### config.mk
export PLATFORM = sky130hd
export DESIGN_NAME = controle_exibicao
export DESIGN_NICKNAME = d
export VERILOG_FILES = /design/src/rtl/exibicao_pkg.sv /design/src/rtl/contador_fase.sv /design/src/rtl/controle_exibicao.sv
export SDC_FILE = /design/constraint.sdc
export NUM_CORES = 1
export LEC_CHECK = 0
export ABC_AREA = 1
export BUFFER_PORTS_ARGS = -buffer_cell sky130_fd_sc_hd__buf_2
export CAP_MARGIN = 10
export CELL_PAD_IN_SITES_DETAIL_PLACEMENT = 1
export CELL_PAD_IN_SITES_GLOBAL_PLACEMENT = 2
export CORE_MARGIN = 5
export CORE_UTILIZATION = 34
export DETAILED_ROUTE_END_ITERATION = 12
export PLACE_DENSITY = 0.93
export SLEW_MARGIN = 25
export SYNTH_ARGS = -nofsm -noshare
export SYNTH_HDL_FRONTEND = slang
export SYNTH_HIERARCHICAL = 1
export SYNTH_SLANG_ARGS = --single-unit
### constraint.sdc
create_clock -name clock -period 3.63 [get_ports clock]
set_input_delay 0.726 -clock clock [delete_from_list [all_inputs] [get_ports clock]]
set_output_delay 0.726 -clock clock [all_outputs]
set_load 0.01 [all_outputs]
### src/rtl/exibicao_pkg.sv
// ---------------------------------------------------------------------------
// exibicao_pkg
// Shared definitions for the sequence display controller:
//   - FSM state encoding (also driven onto the 7-segment debug output)
//   - default phase durations in clock cycles (1 kHz clock -> ms)
//   - address / LED / phase-counter widths
//   - helper that converts a phase duration into a counter reload value
// ---------------------------------------------------------------------------
package exibicao_pkg;

    localparam int ADDR_W = 4;
    localparam int LED_W  = 4;
    localparam int CONT_W = 16;

    localparam int T_ON_PADRAO  = 500;
    localparam int T_OFF_PADRAO = 499;

    localparam logic [2:0] INICIAL = 3'd0;
    localparam logic [2:0] CARREGA = 3'd1;
    localparam logic [2:0] ACENDE  = 3'd2;
    localparam logic [2:0] APAGA   = 3'd3;
    localparam logic [2:0] PROXIMO = 3'd4;
    localparam logic [2:0] FIM     = 3'd5;

    // The counter is loaded on the phase's first edge and the phase ends on
    // the cycle it reads zero, so a phase of N cycles reloads with N-1.
    function automatic logic [CONT_W-1:0] carga_fase(input int ciclos);
        return CONT_W'(ciclos - 1);
    endfunction

endpackage

### src/rtl/contador_fase.sv
// ---------------------------------------------------------------------------
// contador_fase
// Loadable down-counter used to time the ACENDE and APAGA phases.
// Ports:
//   clock      in  system clock, rising edge
//   reset      in  synchronous active-high reset (count -> 0)
//   carregar_i in  load valor_i on the next edge (has priority over counting)
//   valor_i    in  reload value
//   zero_o     out high while the count is zero
// The count stops at zero until reloaded.
// ---------------------------------------------------------------------------
module contador_fase
    import exibicao_pkg::*;
#(
    parameter int W = CONT_W
) (
    input  logic         clock,
    input  logic         reset,
    input  logic         carregar_i,
    input  logic [W-1:0] valor_i,
    output logic         zero_o
);

    logic [W-1:0] cont_q;
    logic [W-1:0] cont_d;

    // Next count: load, otherwise decrement down to zero and hold there.
    always_comb begin
        cont_d = cont_q;
        if (carregar_i) begin
            cont_d = valor_i;
        end else if (cont_q != {W{1'b0}}) begin
            cont_d = cont_q - {{(W-1){1'b0}}, 1'b1};
        end else begin
            cont_d = cont_q;
        end
    end

    // Count register.
    always_ff @(posedge clock) begin
        if (reset) begin
            cont_q <= {W{1'b0}};
        end else begin
            cont_q <= cont_d;
        end
    end

    assign zero_o = (cont_q == {W{1'b0}});

endmodule

### src/rtl/controle_exibicao.sv
// ---------------------------------------------------------------------------
// controle_exibicao
// Plays terms 0..limite of a one-hot sequence ROM on four LEDs. Each term is
// fetched (CARREGA), lit for T_ON cycles (ACENDE), followed by a T_OFF-cycle
// tail (APAGA) and, unless it is the last term, an address step (PROXIMO).
// A single FIM cycle pulses fim_exibicao after the last term.
//
// Ports:
//   clock         in  system clock, rising edge
//   reset         in  synchronous active-high reset
//   iniciar       in  start request, honoured only in INICIAL
//   cancelar      in  abort back to INICIAL (ignored in INICIAL)
//   limite[3:0]   in  index of the last term, captured at start
//   dado_memoria  in  one-hot ROM word for endereco (combinational)
//   endereco[3:0] out ROM address of the current term
//   leds[3:0]     out LED drive
//   exibindo      out high outside INICIAL and FIM
//   fim_exibicao  out one-cycle pulse in FIM
//   db_estado     out current state code for the debug display
//
// Build option: GAP_APAGA_EN -- when defined, LEDs are dark during APAGA,
// PROXIMO and CARREGA so two equal consecutive terms are visibly separated;
// when undefined, the last term stays lit until the next ACENDE.
//
// All outputs come straight from registers: leds/exibindo/fim_exibicao are
// computed from the next state so they are valid during the state itself.
// ---------------------------------------------------------------------------
module controle_exibicao
    import exibicao_pkg::*;
#(
    parameter int T_ON  = T_ON_PADRAO,
    parameter int T_OFF = T_OFF_PADRAO
) (
    input  logic              clock,
    input  logic              reset,
    input  logic              iniciar,
    input  logic              cancelar,
    input  logic [ADDR_W-1:0] limite,
    input  logic [LED_W-1:0]  dado_memoria,
    output logic [ADDR_W-1:0] endereco,
    output logic [LED_W-1:0]  leds,
    output logic              exibindo,
    output logic              fim_exibicao,
    output logic [3:0]        db_estado
);

    logic [2:0]        estado_q,   estado_d;
    logic [ADDR_W-1:0] endereco_q, endereco_d;
    logic [ADDR_W-1:0] lim_q,      lim_d;
    logic [LED_W-1:0]  led_reg_q,  led_reg_d;
    logic [LED_W-1:0]  leds_q,     leds_d;
    logic              exibindo_q, exibindo_d;
    logic              fim_q,      fim_d;

    logic              carga_s;
    logic [CONT_W-1:0] valor_s;
    logic              fase_zero_s;

    contador_fase #(
        .W (CONT_W)
    ) u_contador_fase (
        .clock      (clock),
        .reset      (reset),
        .carregar_i (carga_s),
        .valor_i    (valor_s),
        .zero_o     (fase_zero_s)
    );

    // FSM next state, address/limit/term registers and phase counter reloads.
    always_comb begin
        estado_d   = estado_q;
        endereco_d = endereco_q;
        lim_d      = lim_q;
        led_reg_d  = led_reg_q;
        carga_s    = 1'b0;
        valor_s    = carga_fase(T_ON);

        case (estado_q)
            INICIAL: begin
                if (iniciar) begin
                    estado_d   = CARREGA;
                    endereco_d = {ADDR_W{1'b0}};
                    lim_d      = limite;
                    // Cleared so CARREGA of term 0 shows dark LEDs, not a
                    // leftover term from the previous run.
                    led_reg_d  = {LED_W{1'b0}};
                end else begin
                    estado_d = INICIAL;
                end
            end
            CARREGA: begin
                led_reg_d = dado_memoria;
                estado_d  = ACENDE;
                carga_s   = 1'b1;
                valor_s   = carga_fase(T_ON);
            end
            ACENDE: begin
                if (fase_zero_s) begin
                    estado_d = APAGA;
                    carga_s  = 1'b1;
                    valor_s  = carga_fase(T_OFF);
                end else begin
                    estado_d = ACENDE;
                end
            end
            APAGA: begin
                if (fase_zero_s) begin
                    if (endereco_q == lim_q) begin
                        estado_d = FIM;
                    end else begin
                        estado_d = PROXIMO;
                    end
                end else begin
                    estado_d = APAGA;
                end
            end
            PROXIMO: begin
                // Only reached when endereco_q < lim_q, so this cannot wrap.
                endereco_d = endereco_q + {{(ADDR_W-1){1'b0}}, 1'b1};
                estado_d   = CARREGA;
            end
            FIM: begin
                estado_d = INICIAL;
            end
            default: begin
                estado_d = INICIAL;
            end
        endcase

        if (cancelar && (estado_q != INICIAL)) begin
            estado_d = INICIAL;
            carga_s  = 1'b0;
        end else begin
            carga_s  = carga_s;
        end
    end

    // Output values for the state being entered.
    always_comb begin
        leds_d     = leds_q;
        exibindo_d = (estado_d != INICIAL) && (estado_d != FIM);
        fim_d      = (estado_d == FIM);

        case (estado_d)
            INICIAL: leds_d = {LED_W{1'b0}};
            FIM:     leds_d = {LED_W{1'b0}};
            // led_reg_d is the freshly fetched term on CARREGA->ACENDE.
            ACENDE:  leds_d = led_reg_d;
`ifdef GAP_APAGA_EN
            APAGA:   leds_d = {LED_W{1'b0}};
`else
            APAGA:   leds_d = led_reg_q;
`endif
            CARREGA: leds_d = leds_q;
            PROXIMO: leds_d = leds_q;
            default: leds_d = {LED_W{1'b0}};
        endcase
    end

    // State and output registers.
    always_ff @(posedge clock) begin
        if (reset) begin
            estado_q   <= INICIAL;
            endereco_q <= {ADDR_W{1'b0}};
            lim_q      <= {ADDR_W{1'b0}};
            led_reg_q  <= {LED_W{1'b0}};
            leds_q     <= {LED_W{1'b0}};
            exibindo_q <= 1'b0;
            fim_q      <= 1'b0;
        end else begin
            estado_q   <= estado_d;
            endereco_q <= endereco_d;
            lim_q      <= lim_d;
            led_reg_q  <= led_reg_d;
            leds_q     <= leds_d;
            exibindo_q <= exibindo_d;
            fim_q      <= fim_d;
        end
    end

    assign endereco     = endereco_q;
    assign leds         = leds_q;
    assign exibindo     = exibindo_q;
    assign fim_exibicao = fim_q;
    assign db_estado    = {1'b0, estado_q};

endmodule
## Word level (Yosys, flattened, before mapping)

Cells that the tools add are included.

| word-level totals | value |
|---|---|
| bits in registers | 37 |
| output and inout bits | 14 |
| word-level logic and storage cells | 52 |

| cells by class | value |
|---|---|
| $add $sub $neg | 2 |
| equal/unequal tests | 12 |
| multiplexer cells | 18 |
| reduce and logical (&&, ||, !) cells | 12 |

Operators with widths:

| cell | count |
|---|---|
| 2-to-1 mux 16 bit | 2 |
| logical NOT 16 bit | 1 |
| one-hot mux 4 bit (2 select lines) | 2 |
| nonzero test 16 bit | 1 |
| subtractor 16 x 1 -> 16 bit (second input constant) | 1 |
| one-hot mux 3 bit (5 select lines) | 1 |
| equality test 3 x 2 -> 1 bit (second input constant) | 4 |
| one-hot mux 4 bit (3 select lines) | 1 |
| equality test 3 bit (second input constant) | 3 |
| 2-to-1 mux 4 bit | 2 |
| 2-to-1 mux 1 bit | 7 |
| equality test 3 x 1 -> 1 bit (second input constant) | 2 |
| 2-to-1 mux 3 bit | 2 |
| nonzero test 3 bit | 2 |
| adder 4 x 1 -> 4 bit (second input constant) | 1 |
| equality test 4 bit | 1 |
| AND reduction 2 bit | 2 |
| nonzero test 2 bit | 2 |
| logical NOT 3 bit | 1 |
| inequality test 3 bit (second input constant) | 1 |
| logical AND 1 bit | 2 |
| inequality test 2 bit (second input constant) | 1 |
| one-hot mux 1 bit (2 select lines) | 1 |
| OR reduction 2 bit | 1 |

## Depth between registers and ports, before layout

| logic depth | value |
|---|---|
| depth in word-level cells | 8 |
| gate-level depth with buffers | 18 |
| mapped depth without buffers | 18 |

## By module

The synthesis kept the hierarchy.

Modules (own cells, without submodules):

| module | times used | cells an instance | area each (um2) | seq. area each (um2) |
|---|---|---|---|---|
| controle_exibicao | 1 | 168 | 1121.1 | 420.4 |
| contador_fase | 1 | 179 | 1114.8 | 320.3 |

## Worst setup path after synthesis

OpenSTA, ideal clock, no wires.

| timing | value |
|---|---|
| path kind | register to register |
| start | reg u_contador_fase.cont_q[0] |
| end | reg u_contador_fase.cont_q[2] |
| library setup time | 128 ps |
| arrival time | 1975 ps |
| path slack | 1527 ps |
| stages on the path, launching flop included | 17 |
| buffers on the path | 1 |
| cell sequence | dfxtp_1 > inv_1 > ha_1 > nand2_4 > nor2_8 > nand4_4 > inv_2 > nand2_1 > inv_1 > nand3_2 > nand2_1 > nand2_1 > inv_1 > clkbuf_1 > nor2_1 > a22oi_1 > nor2_1 |

| between the ends | value |
|---|---|
| longest elaborated chain between the ends | 5 |
| elaborated cells on any way between the ends | 9 |

Ends and longest elaborated chain:

| what | line | text |
|---|---|---|
| from (decl) | contador_fase.sv:24 | `logic [W-1:0] cont_q;` |
| from (signal assigned) | contador_fase.sv:42 | `cont_q <= {W{1'b0}};` |
| from (signal assigned) | contador_fase.sv:44 | `cont_q <= cont_d;` |
| logical NOT 16 bit (*) | contador_fase.sv:48 | `assign zero_o = (cont_q == {W{1'b0}});` |
| named net fase_zero_s | controle_exibicao.sv:57 | `logic fase_zero_s;` |
| 2-to-1 mux 1 bit (*) | controle_exibicao.sv:98 | `if (fase_zero_s) begin` |
| one-hot mux 1 bit (2 select lines) (*) | controle_exibicao.sv:78 | `case (estado_q)` |
| 2-to-1 mux 1 bit (*) | controle_exibicao.sv:130 | `if (cancelar && (estado_q != INICIAL)) begin` |
| named net carga_s | controle_exibicao.sv:55 | `logic carga_s;` |
| 2-to-1 mux 16 bit / nonzero test 2 bit (equally long branches) | -- |  |

The timed path passes the listed nets; every way through them passes the cells marked *. The select of a mux whose other input is x is not followed.
A chain may end at the register's enable or synchronous reset.

## Worst setup path after layout

| timing | value |
|---|---|
| start | reg u_contador_fase.cont_q[0] |
| end | reg u_contador_fase.cont_q[1] |

The elaborated chain is that of the path after synthesis.

==> metrics.csv <==
stage,metric,value,unit
sta,final setup fails,0,
setup_path,slowest CP cell,dfxtp_1,
clocking,CTS Buf Count,5,
floorplanning,Core Area,6386,sq um
drt,Pre-Repair DR Iteration Count,4,
pwr,Sw Ratio,45.25,%
clocking,CTS Sinks,37,
clocking,CTS Hold Buffers Added,0,
sta,Final min period,2.389,ns
final_layout,"most common cell after layout, fill and taps aside",nand2_1,
drt,average wire per standard cell,12.55,um
clocking,TritonCTS clock tree,built,
pwr,Leak,1.311,nW
hold_path,Min-Delay Path Class,register to register,
pwr,"IR drop worst, VDD",0.0003172,V
synth,syn_area_per_cell,6.443,sq um
setup_path,worst-case reg-to-reg path depth,16,
grt,initial antenna violation count,0,
synth,#FFs+latches synth,37,
drt,DRT antenna net count,0,
synth,Synth cell types,35,
clocking,worst skew pair latency,0.29,ns
setup_path,"Req. time, crit path",3.78,ns
sta,"Slew Viols, Final",0,
run,Max Cap Viol,0,
clocking,clock root buffer,clkbuf_8,
status,status,"finished, final reports clean",
setup_path,crit-path max FO,12,
floorplanning,Ports,26,
synth,synth top area cells,"dfxtp_1, nand2_1, nor2_1, inv_1, nand3_1",
drt,Vias/cell,4.589,
pwr,P per Cell Area,781.5,nW/um^2
setup_path,Worst R2R Start,u_contador_fase/cont_q[0]$_SDFFE_PP0P_,
pwr,Reg power frac,29.1,%
pwr,clock share of power,21.0,%
floorplanning,DIE HEIGHT,91.10,um
clocking,Clock Path Buffers,2,
setup_path,crit path launch type,register,
setup_path,CP startpoint,u_contador_fase/cont_q[0]$_SDFFE_PP0P_,
pwr,sw power,0.0009260,W
synth,Synth Warn #,6,
floorplanning,die width,91.10,um
final_layout,filler cell count,858,
grt,GRT Total Usage,14.86,%
setup_path,CP cell instances,"inv_1, ha_1, nand2_4, nor2_8, nand4_4, inv_2, nand2_1, inv_1, nand3_2, nand2_1, nand2_1, inv_1, inv_1, nand3_2, nand2_1, a21oi_1",
drt,Starting DRT DRC Count,100,
drt,Post-Route WL,5.835,mm
grt,GR Overflow Total,0,
drt,via count,2134,
setup_path,crit path kind,register to register,
sta,crit share post-route,65.82,%
clocking,"CTS clk-pin slew, worst paths",0.07,ns
final_layout,# diodes,0,
synth,Syn Std Cell Area,2236,sq um
place,gpl congestion,0.8200,
grt,vias in the first global route,2283,
sta,f_max,0.4185,GHz
sta,Slew @ Worst Pin,0.5427,ns
setup_path,"slowest stage delay, CP",0.38,ns
pwr,internal power,0.001120,W
sta,RSZ-0062 raised after global routing,false,
synth,post-synthesis mux area share,0,%
hold_path,Hold Startpoint,lim_q[1]$_SDFFE_PP0P_,
synth,Adder-Cell Fraction of Synth Area,1.119,%
setup_path,arrival time worst endpoint,2.54,ns
synth,Mapped Cells,347,
floorplanning,die area,8298,sq um
synth,Synth Area in XOR/XNOR,3.078,%
clocking,H-Tree Depth,2,
synth,compound-cell area share of the yosys netlist,8.002,%
sta,clk_skew,0.009180,ns
setup_path,kind of end point of the critical path,register,
floorplanning,starting density of the core,35.01,%
sta,Final WS setup,1.241,ns
sta,Slew HR,63.54,%
final_layout,Layout area overhead,17.12,%
clocking,post-cts resize count,0,
sta,TNS Setup,0,ns
hold_path,hold depth,2,
synth,largest family of logic cells by synthesized area,simple AND/OR/NAND/NOR gates,
synth,"area leader, netlist",dfxtp_1,
final_layout,nets@finish,401,
sta,final hold vios,0,
drt,drt drc,0,
grt,first-pass GRT wire length,10.35,mm
pwr,Logic pwr share,49.9,%
place,Detail Placement HPWL,4.478,mm
place,Placement Setup Slack,1.252,ns
final_layout,highest-count cells in the layout ignoring fill and taps,"nand2_1, nor2_1, inv_1",
final_layout,layout cells sized above 1,18.04,%
clocking,"Setup Fix Bufs, Post-CTS",0,
place,port bufs,24,
synth,Yosys top cell area share,33.13,%
grt,largest net degree at the start of global routing,29,
floorplanning,Rows,29,
synth,simple-gate share of the synthesized area,44.32,%
synth,post-synthesis sequential area ratio,33.13,%
## state kept, by name, indices dropped and copies added, names as in the netlist
register                count
lim_q                       4
leds                        4
u_contador_fase/cont_q     16
estado_q                    3
endereco                    4
led_reg_q                   4
fim_exibicao                1
exibindo                    1
## synthesized netlist by cell type (all sizes together)
| master | n |
|---|---|
| nand2 | 108 |
| nor2 | 64 |
| inv | 49 |
| dfxtp | 37 |
| nand3 | 24 |
| o21ai | 15 |
| a21oi | 13 |
| nand4 | 8 |
| clkbuf | 4 |
| xnor2 | 4 |
| clkinv | 3 |
| nor3 | 3 |
| xor2 | 3 |
| buf | 2 |
| conb | 2 |
| ha | 2 |
| o22ai | 2 |
| a211oi | 1 |
| a22oi | 1 |
| nor4 | 1 |
| o21bai | 1 |
## routing by layer
layer	wire length (um)	global-route usage, %	up-vias
met2	2889	26.68	19
li1	-	-	1137
met3	114	2.645	2
met4	29	4.156	0
met1	2802	18.08	976
met5	0	0	-
## logic make-up after synthesis
family                     Yosys count
xor gates and xnor gates             7
other                                2
and+or+nand+nor                    208
AOI/OAI and AO/OA                   33
buffers and inverters               58
DFF                                 37
adders and majority gates            2
## worst max-delay path: cells and delay by family, from the launching register on
| family | cells | cell delay [ns] |
|---|---|---|
| fa+ha+maj | 1 | 0.26 |
| simple gates | 9 | 0.95 |
| buf+inv | 5 | 0.59 |
| flops | 1 | 0.38 |
| compound gates | 1 | 0.06 |
## path summary, 6_finish.rpt
check	to	slack, ns
max reg2reg	u_contador_fase/cont_q[1]$_SDFFE_PP0P_	1.24
min	lim_q[1]$_SDFFE_PP0P_	0.48
min reg2reg	lim_q[1]$_SDFFE_PP0P_	0.48
max	u_contador_fase/cont_q[1]$_SDFFE_PP0P_	1.24
## area by class of cell
class / instances / area [sq um] / share of cell area [%]
Timing Repair Buffer: 25 / 127.6 / 4.873
Clock inverter: 3 / 65.06 / 2.484
Multi-Input combinational cell: 266 / 1324 / 50.55
Inverter: 52 / 196.4 / 7.501
Tap cell: 77 / 96.34 / 3.679
Clock buffer: 5 / 68.82 / 2.628
Sequential cell: 37 / 740.7 / 28.28
## through the flow
step / cell area [sq um] / utilization [%] / power, W / std cells / hold slack (ns)
2_1_floorplan: 2288 / - / 0.001384 / 361 / 0.4448
3_3_place_gp: 2485 / 38.91 / 0.001602 / 457 / 0.4567
3_5_place_dp: 2485 / 38.91 / 0.001634 / 457 / 0.4691
4_1_cts: 2619 / 41.01 / 0.002075 / 465 / 0.4807
5_1_grt: 2619 / 41.01 / 0.002230 / 465 / 0.5266
6_report: 2619 / 41.01 / 0.002046 / 465 / 0.4803
## power by group through the flow
stage	clock network [W]	logic [W]	registers [W]
global placement	0	0.00100	0.000599
detailed placement	0	0.00103	0.000606
floorplan	0	0.000802	0.000582
finish	0.000430	0.00102	0.000595
global route	0.000456	0.00117	0.000608
CTS	0.000441	0.00104	0.000597
(Power assumes the default switching activity.)
